## config.mk

```make
export PLATFORM = sky130hd
export DESIGN_NAME = sd_spi_responder
export DESIGN_NICKNAME = d
export VERILOG_FILES = /design/src/rtl/sd_spi_responder.sv
export SDC_FILE = /design/constraint.sdc
export NUM_CORES = 1
export LEC_CHECK = 0
export ABC_AREA = 1
export ABC_CLOCK_PERIOD_IN_PS = 6520
export CAP_MARGIN = 20
export CORE_ASPECT_RATIO = 0.5
export CORE_MARGIN = 10
export CORE_UTILIZATION = 63
export DETAILED_ROUTE_END_ITERATION = 12
export PLACE_DENSITY = 0.83
export SETUP_SLACK_MARGIN = 0.15
export SYNTH_ARGS = -nofsm -noshare
export SYNTH_HDL_FRONTEND = slang
export SYNTH_SLANG_ARGS = --single-unit
```

## constraint.sdc

```tcl
create_clock -name clk -period 6.52 [get_ports clk]
set_clock_uncertainty 0.1 [all_clocks]
set_input_delay 1.304 -clock clk [delete_from_list [all_inputs] [get_ports clk]]
set_output_delay 1.304 -clock clk [all_outputs]
set_load 0.01 [all_outputs]
```

## src/rtl/sd_spi_responder.sv

```systemverilog
// sd_spi_responder
//   SPI-mode SD card responder (SPI mode 0, MSB first) backed by an external
//   byte-wide memory of MEM_BLOCKS x 512 bytes. It understands CMD0, CMD1,
//   CMD55/ACMD41, CMD17 (single block read) and CMD24 (single block write).
//   All SPI inputs are asynchronous and are resampled into clk.
//
// Ports
//   clk, rst          system clock, synchronous active-high reset
//   sclk, cs_n, mosi  SPI from the initiator (asynchronous)
//   miso              SPI data to the initiator (1 while cs_n is high)
//   mem_addr          byte address into the backing store
//   mem_rd            read strobe, mem_rdata valid on the following cycle
//   mem_rdata         read data
//   mem_we, mem_wdata single-cycle write strobe and data
//   last_cmd          index of the most recently received command
//   cmd_err           one-cycle pulse on illegal command / address error
module sd_spi_responder #(
  parameter int MEM_BLOCKS = 16,
  parameter int BUSY_BYTES = 4,
  parameter int NCR        = 1,
  localparam int BLK_W     = $clog2(MEM_BLOCKS),
  localparam int AW        = BLK_W + 9
) (
  input  logic          clk,
  input  logic          rst,
  input  logic          sclk,
  input  logic          cs_n,
  input  logic          mosi,
  output logic          miso,
  output logic [AW-1:0] mem_addr,
  output logic          mem_rd,
  input  logic [7:0]    mem_rdata,
  output logic          mem_we,
  output logic [7:0]    mem_wdata,
  output logic [5:0]    last_cmd,
  output logic          cmd_err
);

  localparam int NCR_LAST  = (NCR > 0) ? NCR - 1 : 0;
  localparam int BUSY_LAST = (BUSY_BYTES > 0) ? BUSY_BYTES - 1 : 0;

  typedef enum logic [3:0] {
    CMD_IDLE, CMD_RX, NCR_GAP, R1_TX, RD_GAP, RD_TOKEN, RD_DATA, RD_CRC,
    WR_TOKEN, WR_DATA, WR_CRC, WR_RESP, WR_BUSY
  } state_t;

  typedef enum logic [1:0] {OP_NONE, OP_RD, OP_WR} op_t;

  // ---------------------------------------------------------------- sync
  // sclk_sync_reg[2] is the previous synchronized sample, used for edges.
  logic [2:0] sclk_sync_reg;
  logic [1:0] cs_sync_reg;
  logic [1:0] mosi_sync_reg;

  always_ff @(posedge clk) begin
    if (rst) begin
      sclk_sync_reg <= '0;
      cs_sync_reg   <= 2'b11;
      mosi_sync_reg <= '0;
    end else begin
      sclk_sync_reg <= {sclk_sync_reg[1:0], sclk};
      cs_sync_reg   <= {cs_sync_reg[0], cs_n};
      mosi_sync_reg <= {mosi_sync_reg[0], mosi};
    end
  end

  logic cs_active, sclk_rise, sclk_fall, mosi_s;
  assign cs_active = ~cs_sync_reg[1];
  assign sclk_rise = sclk_sync_reg[1] & ~sclk_sync_reg[2];
  assign sclk_fall = ~sclk_sync_reg[1] & sclk_sync_reg[2];
  assign mosi_s    = mosi_sync_reg[1];

  // ---------------------------------------------------------- bit level
  logic [2:0] bit_cnt_reg;
  logic [7:0] rx_shift_reg;
  logic [7:0] tx_shift_reg;
  logic [7:0] tx_load;
  logic [7:0] rx_byte;
  logic       byte_done;

  assign rx_byte   = {rx_shift_reg[6:0], mosi_s};
  assign byte_done = cs_active & sclk_rise & (bit_cnt_reg == 3'd7);

  // The next byte is loaded on the 8th rise; the fall that follows must not
  // shift it, which is why falls are ignored while bit_cnt_reg is 0.
  always_ff @(posedge clk) begin
    if (rst) begin
      bit_cnt_reg  <= '0;
      rx_shift_reg <= '0;
      tx_shift_reg <= 8'hFF;
    end else if (!cs_active) begin
      bit_cnt_reg  <= '0;
      tx_shift_reg <= 8'hFF;
    end else if (sclk_rise) begin
      rx_shift_reg <= rx_byte;
      bit_cnt_reg  <= bit_cnt_reg + 3'd1;
      if (bit_cnt_reg == 3'd7) tx_shift_reg <= tx_load;
    end else if (sclk_fall && bit_cnt_reg != 3'd0) begin
      tx_shift_reg <= {tx_shift_reg[6:0], 1'b1};
    end
  end

  assign miso = cs_active ? tx_shift_reg[7] : 1'b1;

  // ----------------------------------------------------- read prefetch
  logic       mem_rd_reg;
  logic       rd_pend_reg;
  logic [7:0] prefetch_reg;

  always_ff @(posedge clk) begin
    if (rst) begin
      rd_pend_reg  <= 1'b0;
      prefetch_reg <= '0;
    end else begin
      rd_pend_reg <= mem_rd_reg;
      if (rd_pend_reg) prefetch_reg <= mem_rdata;
    end
  end

  // ------------------------------------------------------------- FSM
  state_t        state_reg, state_next;
  op_t           op_reg, op_next;
  logic          idle_reg, idle_next;
  logic          app_reg, app_next;
  logic [15:0]   cnt_reg, cnt_next;
  logic [8:0]    data_cnt_reg, data_cnt_next;
  logic [5:0]    idx_reg, idx_next;
  logic [AW-1:0] arg_reg, arg_next;      // only the low address bits matter
  logic [7:0]    r1_reg, r1_next;
  logic [BLK_W-1:0] blk_reg, blk_next;
  logic [AW-1:0] mem_addr_reg, mem_addr_next;
  logic          mem_rd_next;
  logic          mem_we_reg, mem_we_next;
  logic [7:0]    mem_wdata_reg, mem_wdata_next;
  logic [5:0]    last_cmd_reg, last_cmd_next;
  logic          cmd_err_reg, cmd_err_next;

  // Command decode, evaluated when the CRC byte of a command completes.
  logic [7:0] r1_dec;
  op_t        op_dec;
  logic       err_dec, idle_dec, app_dec;

  always_comb begin
    r1_dec   = 8'h04;
    op_dec   = OP_NONE;
    err_dec  = 1'b1;
    idle_dec = idle_reg;
    app_dec  = 1'b0;
    if (idx_reg == 6'd0) begin
      r1_dec   = 8'h01;
      err_dec  = 1'b0;
      idle_dec = 1'b1;
    end else if (idx_reg == 6'd55) begin
      r1_dec  = idle_reg ? 8'h01 : 8'h00;
      err_dec = 1'b0;
      app_dec = 1'b1;
    end else if (idx_reg == 6'd1 || (idx_reg == 6'd41 && app_reg)) begin
      r1_dec   = 8'h00;
      err_dec  = 1'b0;
      idle_dec = 1'b0;
    end else if (idx_reg == 6'd17 || idx_reg == 6'd24) begin
      if (idle_reg) begin
        r1_dec = 8'h05;
      end else if (arg_reg[8:0] != 9'd0) begin
        r1_dec = 8'h20;
      end else begin
        r1_dec  = 8'h00;
        err_dec = 1'b0;
        op_dec  = (idx_reg == 6'd17) ? OP_RD : OP_WR;
      end
    end
  end

  always_ff @(posedge clk) begin
    if (rst) begin
      state_reg     <= CMD_IDLE;
      op_reg        <= OP_NONE;
      idle_reg      <= 1'b1;
      app_reg       <= 1'b0;
      cnt_reg       <= '0;
      data_cnt_reg  <= '0;
      idx_reg       <= '0;
      arg_reg       <= '0;
      r1_reg        <= 8'hFF;
      blk_reg       <= '0;
      mem_addr_reg  <= '0;
      mem_rd_reg    <= 1'b0;
      mem_we_reg    <= 1'b0;
      mem_wdata_reg <= '0;
      last_cmd_reg  <= '0;
      cmd_err_reg   <= 1'b0;
    end else begin
      state_reg     <= state_next;
      op_reg        <= op_next;
      idle_reg      <= idle_next;
      app_reg       <= app_next;
      cnt_reg       <= cnt_next;
      data_cnt_reg  <= data_cnt_next;
      idx_reg       <= idx_next;
      arg_reg       <= arg_next;
      r1_reg        <= r1_next;
      blk_reg       <= blk_next;
      mem_addr_reg  <= mem_addr_next;
      mem_rd_reg    <= mem_rd_next;
      mem_we_reg    <= mem_we_next;
      mem_wdata_reg <= mem_wdata_next;
      last_cmd_reg  <= last_cmd_next;
      cmd_err_reg   <= cmd_err_next;
    end
  end

  // Each state describes the byte currently on the wire; all decisions are
  // taken when that byte completes, and tx_load is the byte sent next.
  always_comb begin
    state_next     = state_reg;
    op_next        = op_reg;
    idle_next      = idle_reg;
    app_next       = app_reg;
    cnt_next       = cnt_reg;
    data_cnt_next  = data_cnt_reg;
    idx_next       = idx_reg;
    arg_next       = arg_reg;
    r1_next        = r1_reg;
    blk_next       = blk_reg;
    mem_addr_next  = mem_addr_reg;
    mem_rd_next    = 1'b0;
    mem_we_next    = 1'b0;
    mem_wdata_next = mem_wdata_reg;
    last_cmd_next  = last_cmd_reg;
    cmd_err_next   = 1'b0;
    tx_load        = 8'hFF;

    if (!cs_active) begin
      state_next    = CMD_IDLE;
      cnt_next      = '0;
      data_cnt_next = '0;
    end else if (byte_done) begin
      unique case (state_reg)
        CMD_IDLE: begin
          if (rx_byte[7:6] == 2'b01) begin
            state_next    = CMD_RX;
            idx_next      = rx_byte[5:0];
            last_cmd_next = rx_byte[5:0];
            cnt_next      = 16'd1;
          end
        end
        CMD_RX: begin
          if (cnt_reg < 16'd5) begin
            arg_next = {arg_reg[AW-9:0], rx_byte};
            cnt_next = cnt_reg + 16'd1;
          end else begin
            // CRC byte just completed: act on the command now.
            r1_next       = r1_dec;
            op_next       = op_dec;
            idle_next     = idle_dec;
            app_next      = app_dec;
            cmd_err_next  = err_dec;
            blk_next      = arg_reg[AW-1:9];
            cnt_next      = '0;
            data_cnt_next = '0;
            if (NCR > 0) begin
              state_next = NCR_GAP;
            end else begin
              state_next = R1_TX;
              tx_load    = r1_dec;
            end
          end
        end
        NCR_GAP: begin
          if (cnt_reg == 16'(NCR_LAST)) begin
            state_next = R1_TX;
            tx_load    = r1_reg;
            cnt_next   = '0;
          end else begin
            cnt_next = cnt_reg + 16'd1;
          end
        end
        R1_TX: begin
          if (op_reg == OP_RD)      state_next = RD_GAP;
          else if (op_reg == OP_WR) state_next = WR_TOKEN;
          else                      state_next = CMD_IDLE;
        end
        RD_GAP: begin
          state_next    = RD_TOKEN;
          tx_load       = 8'hFE;
          mem_rd_next   = 1'b1;
          mem_addr_next = {blk_reg, 9'd0};
        end
        RD_TOKEN: begin
          state_next    = RD_DATA;
          tx_load       = prefetch_reg;
          data_cnt_next = '0;
          mem_rd_next   = 1'b1;
          mem_addr_next = {blk_reg, 9'd1};
        end
        RD_DATA: begin
          if (data_cnt_reg == 9'd511) begin
            state_next = RD_CRC;
            cnt_next   = '0;
          end else begin
            tx_load       = prefetch_reg;
            data_cnt_next = data_cnt_reg + 9'd1;
            // Stay one byte ahead; the last two bytes are already fetched.
            if (data_cnt_reg < 9'd510) begin
              mem_rd_next   = 1'b1;
              mem_addr_next = {blk_reg, data_cnt_reg + 9'd2};
            end
          end
        end
        RD_CRC: begin
          if (cnt_reg == 16'd1) state_next = CMD_IDLE;
          else                  cnt_next   = cnt_reg + 16'd1;
        end
        WR_TOKEN: begin
          if (rx_byte == 8'hFE) begin
            state_next    = WR_DATA;
            data_cnt_next = '0;
          end
        end
        WR_DATA: begin
          mem_we_next    = 1'b1;
          mem_wdata_next = rx_byte;
          mem_addr_next  = {blk_reg, data_cnt_reg};
          if (data_cnt_reg == 9'd511) begin
            state_next = WR_CRC;
            cnt_next   = '0;
          end else begin
            data_cnt_next = data_cnt_reg + 9'd1;
          end
        end
        WR_CRC: begin
          if (cnt_reg == 16'd1) begin
            state_next = WR_RESP;
            tx_load    = 8'h05;
            cnt_next   = '0;
          end else begin
            cnt_next = cnt_reg + 16'd1;
          end
        end
        WR_RESP: begin
          if (BUSY_BYTES > 0) begin
            state_next = WR_BUSY;
            tx_load    = 8'h00;
          end else begin
            state_next = CMD_IDLE;
          end
        end
        WR_BUSY: begin
          if (cnt_reg == 16'(BUSY_LAST)) begin
            state_next = CMD_IDLE;
          end else begin
            cnt_next = cnt_reg + 16'd1;
            tx_load  = 8'h00;
          end
        end
        default: state_next = CMD_IDLE;
      endcase
    end
  end

  assign mem_addr  = mem_addr_reg;
  assign mem_rd    = mem_rd_reg;
  assign mem_we    = mem_we_reg;
  assign mem_wdata = mem_wdata_reg;
  assign last_cmd  = last_cmd_reg;
  assign cmd_err   = cmd_err_reg;

endmodule

```

-- Yosys cells after proc, flatten, opt, wreduce, memory -nomap -nowiden
Index checks and enable logic that the tools add are counted.
- add/sub/neg operators: 4
- $lt $le $gt $ge: 2
- equal/unequal tests: 42
- multiplexer cells: 63
- bitwise gates (word level): 10
- reductions and logical operators: 30
- operators by type and width (cell ; number):
    16-bit 2-to-1 mux ; 7
    16-bit one-hot mux with 7 select lines ; 1
    8-bit 2-to-1 mux ; 8
    8-bit one-hot mux with 7 select lines ; 1
    13-bit one-hot mux with 4 select lines ; 1
    4-bit one-hot mux with 13 select lines ; 1
    4-bit 2-to-1 mux ; 11
    6-bit 2-to-1 mux ; 6
    9-bit one-hot mux with 4 select lines ; 1
    2-bit inequality test (second input constant) ; 15
    9-bit 2-to-1 mux ; 3
    13-bit 2-to-1 mux ; 2
    4-bit equality test (second input constant) ; 5
    16-bit by 1-bit adder with 16-bit output (second input constant) ; 1
    16-bit by 1-bit equality test with 1-bit output (second input constant) ; 1
    16-bit by 2-bit equality test with 1-bit output (second input constant) ; 1
    4-bit by 3-bit equality test with 1-bit output (second input constant) ; 4
    16-bit zero test ; 1
    16-bit by 3-bit < comparator with 1-bit output (second input constant) ; 1
    2-bit 2-to-1 mux ; 7
    1-bit 2-to-1 mux ; 13
    6-bit by 5-bit equality test with 1-bit output (second input constant) ; 2
    6-bit equality test (second input constant) ; 2
    4-bit AND reduction ; 3
    other kinds (33) ; 53
- bits in registers: 122
- input port bits: 13
- output and inout port bits: 31
- word-level logic and storage cells: 174

-- Logic depth before layout (Yosys ltp)
Gate-level depths: netlist of run 1.
- depth after elaboration: 8
- mapped depth: 14
- gate-level depth less buffers: 14

-- Worst setup path before layout of run 1
OpenSTA, ideal clock, no wires.
- path kind: input to register
- start point: input rst
- end point: register bit_cnt_reg[2]
- library setup time: 65 ps
- data arrival time: 2268 ps
- required time: 6355 ps
- setup slack: 4088 ps
- stages on the path: 6
- path buffers: 3
- cells stage by stage: clkbuf_1 nor2_1 clkbuf_1 clkbuf_1 o21ai_0 nor2_1
- cells in the longest elaborated chain, start to end: 1
- RTL lines (element ; RTL line ; text):
    start, declared ; 25 ; input logic rst,
    2-bit OR reduction (no source line) ; - ;
    end signal, assigned ; 96 ; bit_cnt_reg <= bit_cnt_reg + 3'd1;
    end, declared ; 74 ; logic [2:0] bit_cnt_reg;
No other way between the ends.
A chain may end at the register's enable or synchronous reset.

-- Final worst setup path of run 1
- start point: input rst
- end point: register cmd_err_reg (netlist: cmd_err)
- cells in the longest elaborated chain, start to end: 1
- RTL lines (element ; RTL line ; text):
    8-bit OR reduction (no source line) ; - ;
    end signal, assigned ; 208 ; cmd_err_reg <= cmd_err_next;
    end, declared ; 136 ; logic cmd_err_reg, cmd_err_next;
No other way between the ends.

==> results of run 1 <==
-- cells in the final DEF, fill, tap and decap left out, types with 4 or more instances in the layout --
cell type          n
o21bai_1           4
o21a_1             5
nand2_2            5
a21oi_1           70
nor3_1             4
nand3_1           40
nor2_2             8
dfxtp_1          118
clkdlybuf4s50_1   43
o21ai_0           91
o211ai_1           8
nand2_1          191
a31oi_1            6
clkinvlp_4         4
inv_2              5
nand4_1           19
xor2_1             6
nor4_1             5
nand3b_1           5
nand2_4            4
inv_1             88
clkbuf_16         17
nor2_1           149
xnor2_1            4
ha_1              10
nor2_4             5
-- area by class of cell --
cell class,count,area (sq um),share of cell area [%]
tap,135,168.9,2.366
sequential,118,2362,33.09
clock inverter,12,156.4,2.191
clock buffer,18,439.2,6.151
multi-input combinational,659,3196,44.76
timing repair buffer,46,452.9,6.344
inverter,96,364.1,5.100
-- worst reg2reg max path, cell delays in order (launching register included) --
cell	delay [ns]
dfxtp_1	0.46
ha_1	0.27
nand2_1	0.10
nor4_1	0.26
ha_1	0.29
inv_1	0.07
nand2_1	0.09
nand2_1	0.05
nand2_1	0.31
inv_1	0.31
o21ai_0	0.25
nor2_1	0.07
-- layer usage --
metal	global-route usage, %	part of all wire, %	vias up
met4	7.101	1.3	0
met5	0	0	-
met3	6.756	8.5	26
met1	26.69	43	2785
met2	40.33	47	201
li1	-	-	3027
-- synth_stat cells (5+ instances only) --
master,number,area share (%)
nand3_1,40,3.3
inv_1,88,5.4
a31oi_1,6,0.62
nand3b_1,5,0.62
xor2_1,6,0.86
nand4_1,19,2.0
nor2_4,5,0.93
nor2_1,149,9.2
nand2_2,5,0.51
inv_2,5,0.31
nand2_1,191,12
clkbuf_1,17,1.1
o211ai_1,8,0.99
ha_1,10,2.1
nor2_2,8,0.82
nor4_1,5,0.51
a21oi_1,70,5.8
dfxtp_1,118,39
buf_2,9,0.74
o21a_1,5,0.62
o21ai_0,91,7.5
-- worst max-delay path by stage --
stage,from,end,slack [ns],depth (start not counted)
after floorplan,rst,bit_cnt_reg[2]$_SDFFE_PP0P_,4.09,6
after global placement,rst,cmd_err$_SDFF_PP0_,3.05,5
after detailed placement,rst,cmd_err$_SDFF_PP0_,3.01,5
after CTS,rst,cmd_err$_SDFF_PP0_,3.36,5
after global routing,rst,cmd_err$_SDFF_PP0_,3.15,5
final,rst,cmd_err$_SDFF_PP0_,3.34,5
-- logic make-up (layout without fill, tap and decap cells) --
| logic type | Yosys count | count (layout) | share of synthesized area (%) |
|---|---|---|---|
| AO/OA/AOI/OAI | 198 | 198 | 17.63 |
| XOR/XNOR | 10 | 10 | 1.441 |
| adder cells (fa/ha/maj) | 10 | 10 | 2.059 |
| buffers and inverters | 127 | 172 | 8.525 |
| flip-flops | 118 | 118 | 38.88 |
| AND/OR/NAND/NOR | 441 | 441 | 31.47 |
-- metrics by stage --
step,cells,hold slack (ns),utilization [%]
after floorplan,904,0.2883,-
after global placement,1054,0.2953,69.50
after detailed placement,1054,0.2943,69.50
after CTS,1084,0.3080,75.83
after global routing,1084,0.3296,75.83
final,1084,0.3058,75.83
-- power by group --
group | total (W) | switching, W | internal [W] | leakage (nW)
combinational | 0.0000283 | 0.0000171 | 0.0000112 | 1.65
sequential | 0.000725 | 0.00000120 | 0.000724 | 0.952
clock | 0.000941 | 0.000335 | 0.000605 | 0.280
==> flow_summary_export.csv, run 1 <==
group,metric,value,unit
layout,final_cell_area,7139,sq um
grt,grt_max_degree,45,
synthesis,syn_avg_cell_area,6.721,sq um
critical_path,r2r.worst_path.cells,11,
critical_path,crit_slowest_cell,"clkdlybuf4s50_1",
grt,antenna_found_initial,0,
synthesis,ys_ff_latch,118,
sta,relSlewSlack,42.47,%
critical_path,cp.arrival,3.39,ns
detailed_routing,vias,6039,
pwr,static-leakage-power,2.884,nW
layout,n_antenna_cell,0,
die,die_area,14210,sq um
layout,layout-drive-gt1-share,7.060,%
clock_network,post_cts_resized,0,
sta,rsz0062_at_grt,"false",
clock_network,path_clk_slew,0.05,ns
clock_network,cts_tree,"built",
clock_network,postCtsSetupBuffers,0,
grt,grt_pass1_wl,26560,microns
detailed_routing,via_per_inst,5.571,
critical_path,crit_type,"in -> reg",
die,die_h,89.44,microns
pwr,powerDensity,237.3,nW/um^2
pwr,ir_drop,0.2187,mV
critical_path,ff2ff_setup_slack,3.74,ns
layout,fill_cells,772,
worst_hold_path,min_from,"sclk_sync_reg[0]$_SDFF_PP0_",
synthesis,ys_async_sr_fraction,0,%
die,start_util,64.53,%
worst_hold_path,whs_endpoint,"sclk_sync_reg[1]$_SDFF_PP0_",
detailed_routing,first_pass_iters,5,
sta,drv_slew,0,
synthesis,synth_area,6076,sq um
critical_path,r2r-start,"data_cnt_reg[1]$_SDFFE_PP0P_",
sta,finalHoldViolations,0,
clock_network,cts.sinks,118,
layout,largest_reg_flops,16,
detailed_routing,drt_wl_total,16130,microns
critical_path,cp.required,6.73,ns
critical_path,cp-end-kind,"register",
critical_path,critical_path.cell_chain,"clkdlybuf4s50_1 -> nor2_1 -> buf_4 -> inv_1 -> nor4_1",
run_status,status,"complete, no violations",
detailed_routing,final_antenna_net_count,0,
sta,setup_ws,3.342,ns
critical_path,critPathMaxFanout,22,
placement,dp_worst_setup_slack,3.009,ns
clock_network,cts_made_buffers,17,
placement,portBuffers,43,
clock_network,clk_latency,0.42,ns
job,drv_cap,0,
grt,grtUsageTotal,22.83,%
worst_hold_path,min_path_cells,2,
critical_path,slowest_delay,0.76,ns
sta,final.setup.tns,0,ns
grt,globalRouteOverflowTotal,0,
clock_network,clockBufferDepth,2,
grt,grt_pass1_vias,5569,
die,die_x,158.9,microns
sta,worst_pin_slew,0.8597,ns
sta,setup_violations,0,
synthesis,yosys_warnings,0,
placement,dp_hpwl,11180,microns
pwr,power.total,0.001694,W
die,core-area,9415,sq um
placement,dpl_cell_area,6544,sq um
worst_hold_path,hp-class,"reg -> reg",
synthesis,synth.distinct_cells,44,
placement,routabilityCongestion,0.9620,
layout,area_growth,17.50,%
detailed_routing,drtIter0Drc,522,
sta,fmax,314.7,MHz
sta,post-route-period-util,48.74,%
detailed_routing,wl_per_cell,14.88,microns
critical_path,worstReg2RegEnd,"mem_addr[6]$_SDFFE_PP0P_",
clock_network,hold_buffers,0,
clock_network,h-tree-depth,4,
sta,fin_crit,3.178,ns
synthesis,syn_nets,927,
die,io_pins,44,
clock_network,cts-root-buf,"clkbuf_16",
critical_path,path_delay_family,"buffers and inverters",
synthesis,seq_area_frac_synth,38.88,%
detailed_routing,drcViolationCount,0,
synthesis,syn_inst,904,
layout,final_nets,961,
die,rows,25,
critical_path,start_kind,"primary input",
synthesis,synth_ff_type,"dfxtp_1",
critical_path,path_buf_inv,3,
synthesis,synth_edf_count,0,
Power figures use the tool's default switching activity.
==> run 2, diff against run 1 <==
--- a/config.mk
+++ b/config.mk
@@ -6,13 +6,13 @@
 export NUM_CORES = 1
 export LEC_CHECK = 0
 export ABC_AREA = 1
-export ABC_CLOCK_PERIOD_IN_PS = 6520
+export ABC_CLOCK_PERIOD_IN_PS = 2590
 export CAP_MARGIN = 20
 export CORE_ASPECT_RATIO = 0.5
 export CORE_MARGIN = 10
-export CORE_UTILIZATION = 63
+export CORE_UTILIZATION = 53
 export DETAILED_ROUTE_END_ITERATION = 12
-export PLACE_DENSITY = 0.83
+export PLACE_DENSITY = 0.74
 export SETUP_SLACK_MARGIN = 0.15
 export SYNTH_ARGS = -nofsm -noshare
 export SYNTH_HDL_FRONTEND = slang
==> constraint.sdc (replaced) <==
create_clock -name clk -period 2.59 [get_ports clk]
set_clock_uncertainty 0.1 [all_clocks]
set_input_delay 0.518 -clock clk [delete_from_list [all_inputs] [get_ports clk]]
set_output_delay 0.518 -clock clk [all_outputs]
set_load 0.01 [all_outputs]
==> run 2 against run 1 <==
  * Setup slack got worse by 3.0 ns
  * Power increased by 150%
  * Cell area increased by 1.7%
  * Via count decreased by 0.55%
  * Clock-buffer cell count unchanged
  * First-iteration DRC count increased by 29%
  * Combinational power increased to 2.7 times the previous value
  * Critical path depth increased by 4
  * Critical endpoint is now tx_shift_reg[3]$_SDFFE_PP1P_
  * Global-route usage decreased by 2.6 points
  * Die area increased by 15%
  * Non-clock buffer count increased by 13
  * Clock power increased by 140%
  * Critical path type is now reg -> reg
==> flow_summary_export.csv, run 2 (synthesis results as in run 1) <==
group,metric,value,unit
sta,drv_slew,0,
sta,finalHoldViolations,0,
clock_network,cts_made_buffers,17,
detailed_routing,drtIter0Drc,671,
critical_path,cp-end-kind,"register",
clock_network,hold_buffers,0,
sta,fmax,450.1,MHz
pwr,static-leakage-power,2.947,nW
detailed_routing,drcViolationCount,0,
clock_network,path_clk_slew,0.06,ns
grt,grt_pass1_vias,5593,
detailed_routing,vias,6006,
critical_path,slowest_delay,0.51,ns
critical_path,critical_path.cell_chain,"inv_2 -> nor2_2 -> nand2_1 -> nand2_1 -> o21ai_0 -> nor2_1 -> nand3b_1 -> nand2_1 -> nand2_1",
detailed_routing,via_per_inst,5.416,
layout,finalNonFillerCells,1109,
critical_path,cp_common_cell,"nand2_1",
detailed_routing,wl_per_cell,14.56,microns
detailed_routing,final_antenna_net_count,0,
clock_network,clockBufferDepth,2,
layout,layout-drive-gt1-share,8.817,%
die,rows,27,
detailed_routing,first_pass_iters,6,
sta,setup_violations,0,
sta,final.setup.tns,0,ns
layout,final_cell_area,7262,sq um
pwr,powerDensity,574.4,nW/um^2
layout,area_growth,19.52,%
layout,final_nets,974,
die,core-area,11080,sq um
sta,worst_pin_slew,0.5078,ns
clock_network,cts-root-buf,"clkbuf_16",
job,drv_cap,0,
sta,rsz0062_at_grt,"true",
pwr,ir_drop,0.3961,mV
layout,final_common_cell,"nand2_1",
critical_path,cp.required,2.80,ns
critical_path,crit_type,"reg -> reg",
layout,final_cell_mix,"nand2_1 (191), nor2_1 (148), dfxtp_1 (117), o21ai_0 (91), inv_1 (88)",
die,start_util,54.83,%
critical_path,critPathMaxFanout,8,
detailed_routing,drt_wl_total,16140,microns
sta,relSlewSlack,66.11,%
critical_path,start_kind,"register",
grt,globalRouteOverflowTotal,0,
placement,dpl_cell_area,6644,sq um
placement,place_inst,1074,
sta,fin_crit,2.222,ns
run_status,status,"complete, no violations",
layout,largest_reg_flops,16,
critical_path,cp.arrival,2.43,ns
grt,grtUsageTotal,20.23,%
clock_network,h-tree-depth,4,
clock_network,cts_tree,"built",
layout,n_antenna_cell,0,
clock_network,cts.sinks,118,
clock_network,clk_latency,0.42,ns
die,io_pins,44,
sta,post-route-period-util,85.77,%
grt,antenna_found_initial,0,
grt,grt_max_degree,61,
die,die_x,171.4,microns
worst_hold_path,hp-class,"reg -> reg",
die,die_h,95.71,microns
critical_path,crit_slowest_cell,"dfxtp_1",
placement,dp_hpwl,11270,microns
placement,portBuffers,43,
grt,grt_pass1_wl,26810,microns
die,die_area,16410,sq um
placement,routabilityCongestion,0.9471,
layout,fin_util,65.54,%
==> run 2: cell count changes in the layout (fill, tap and decap cells not counted), moves of 2 or more <==
cell / previous run / this run
inv_6: 0 / 7
buf_12: 0 / 2
inv_8: 0 / 4
clkinv_2: 3 / 1
clkinvlp_4: 4 / 2
buf_4: 3 / 14
bufinv_16: 3 / 0
==> run 2: per-stage QoR <==
step	total power (W)	hold slack, ns	setup slack, ns
2_1_floorplan	0.001905	0.2883	0.5478
3_3_place_gp	0.001939	0.2887	0.3252
3_5_place_dp	0.001940	0.2948	0.2776
4_1_cts	0.004191	0.3036	0.2566
5_1_grt	0.004291	0.3123	0.1191
6_report	0.004171	0.3040	0.3684
==> run 2: cell type report <==
class	count	area (sq um)
fillers	981	3819
multi-input cells	659	3201
flip-flops and latches	118	2364
repair buffers	59	575.6
clock buffers	18	439.2
inverters	96	371.6
well taps	145	181.4
clock inverters	14	130.1
==> run 2: worst paths after layout <==
check,from,end,slack (ns),cells past startpoint
setup / recovery,state_reg[3]$_SDFFE_PP0P_,tx_shift_reg[3]$_SDFFE_PP1P_,0.37,9
hold / removal,sclk_sync_reg[0]$_SDFF_PP0_,sclk_sync_reg[1]$_SDFF_PP0_,0.30,2
setup reg to reg,state_reg[3]$_SDFFE_PP0P_,tx_shift_reg[3]$_SDFFE_PP1P_,0.37,9
hold reg to reg,sclk_sync_reg[0]$_SDFF_PP0_,sclk_sync_reg[1]$_SDFF_PP0_,0.30,2
==> run 2: routing by layer <==
| metal | global-route usage, % | wire length [microns] |
|---|---|---|
| met5 | 0 | 0 |
| met1 | 25.93 | 7451 |
| met3 | 5.472 | 1283 |
| met4 | 8.124 | 235 |
| met2 | 32.02 | 7172 |
==> run 2: report_power, final <==
| part | leakage, nW | switching, W | internal, W |
|---|---|---|---|
| Sequential | 0.953 | 0.00000301 | 0.00182 |
| Clock | 0.277 | 0.000976 | 0.00129 |
| Combinational | 1.72 | 0.0000437 | 0.0000328 |
==> run 2: what timing repair did <==
action                     CTS  global route
resized for setup            0             7
setup endpoints to repair    0            27
buffers inserted             0             3
==> run 2: critical path, delay by kind of cell (launching register included) <==
family | cells | cell delay, ns
DFF | 1 | 0.51
AOI/OAI and AO/OA | 1 | 0.20
buffers and inverters | 1 | 0.09
and+or+nand+nor | 7 | 1.21
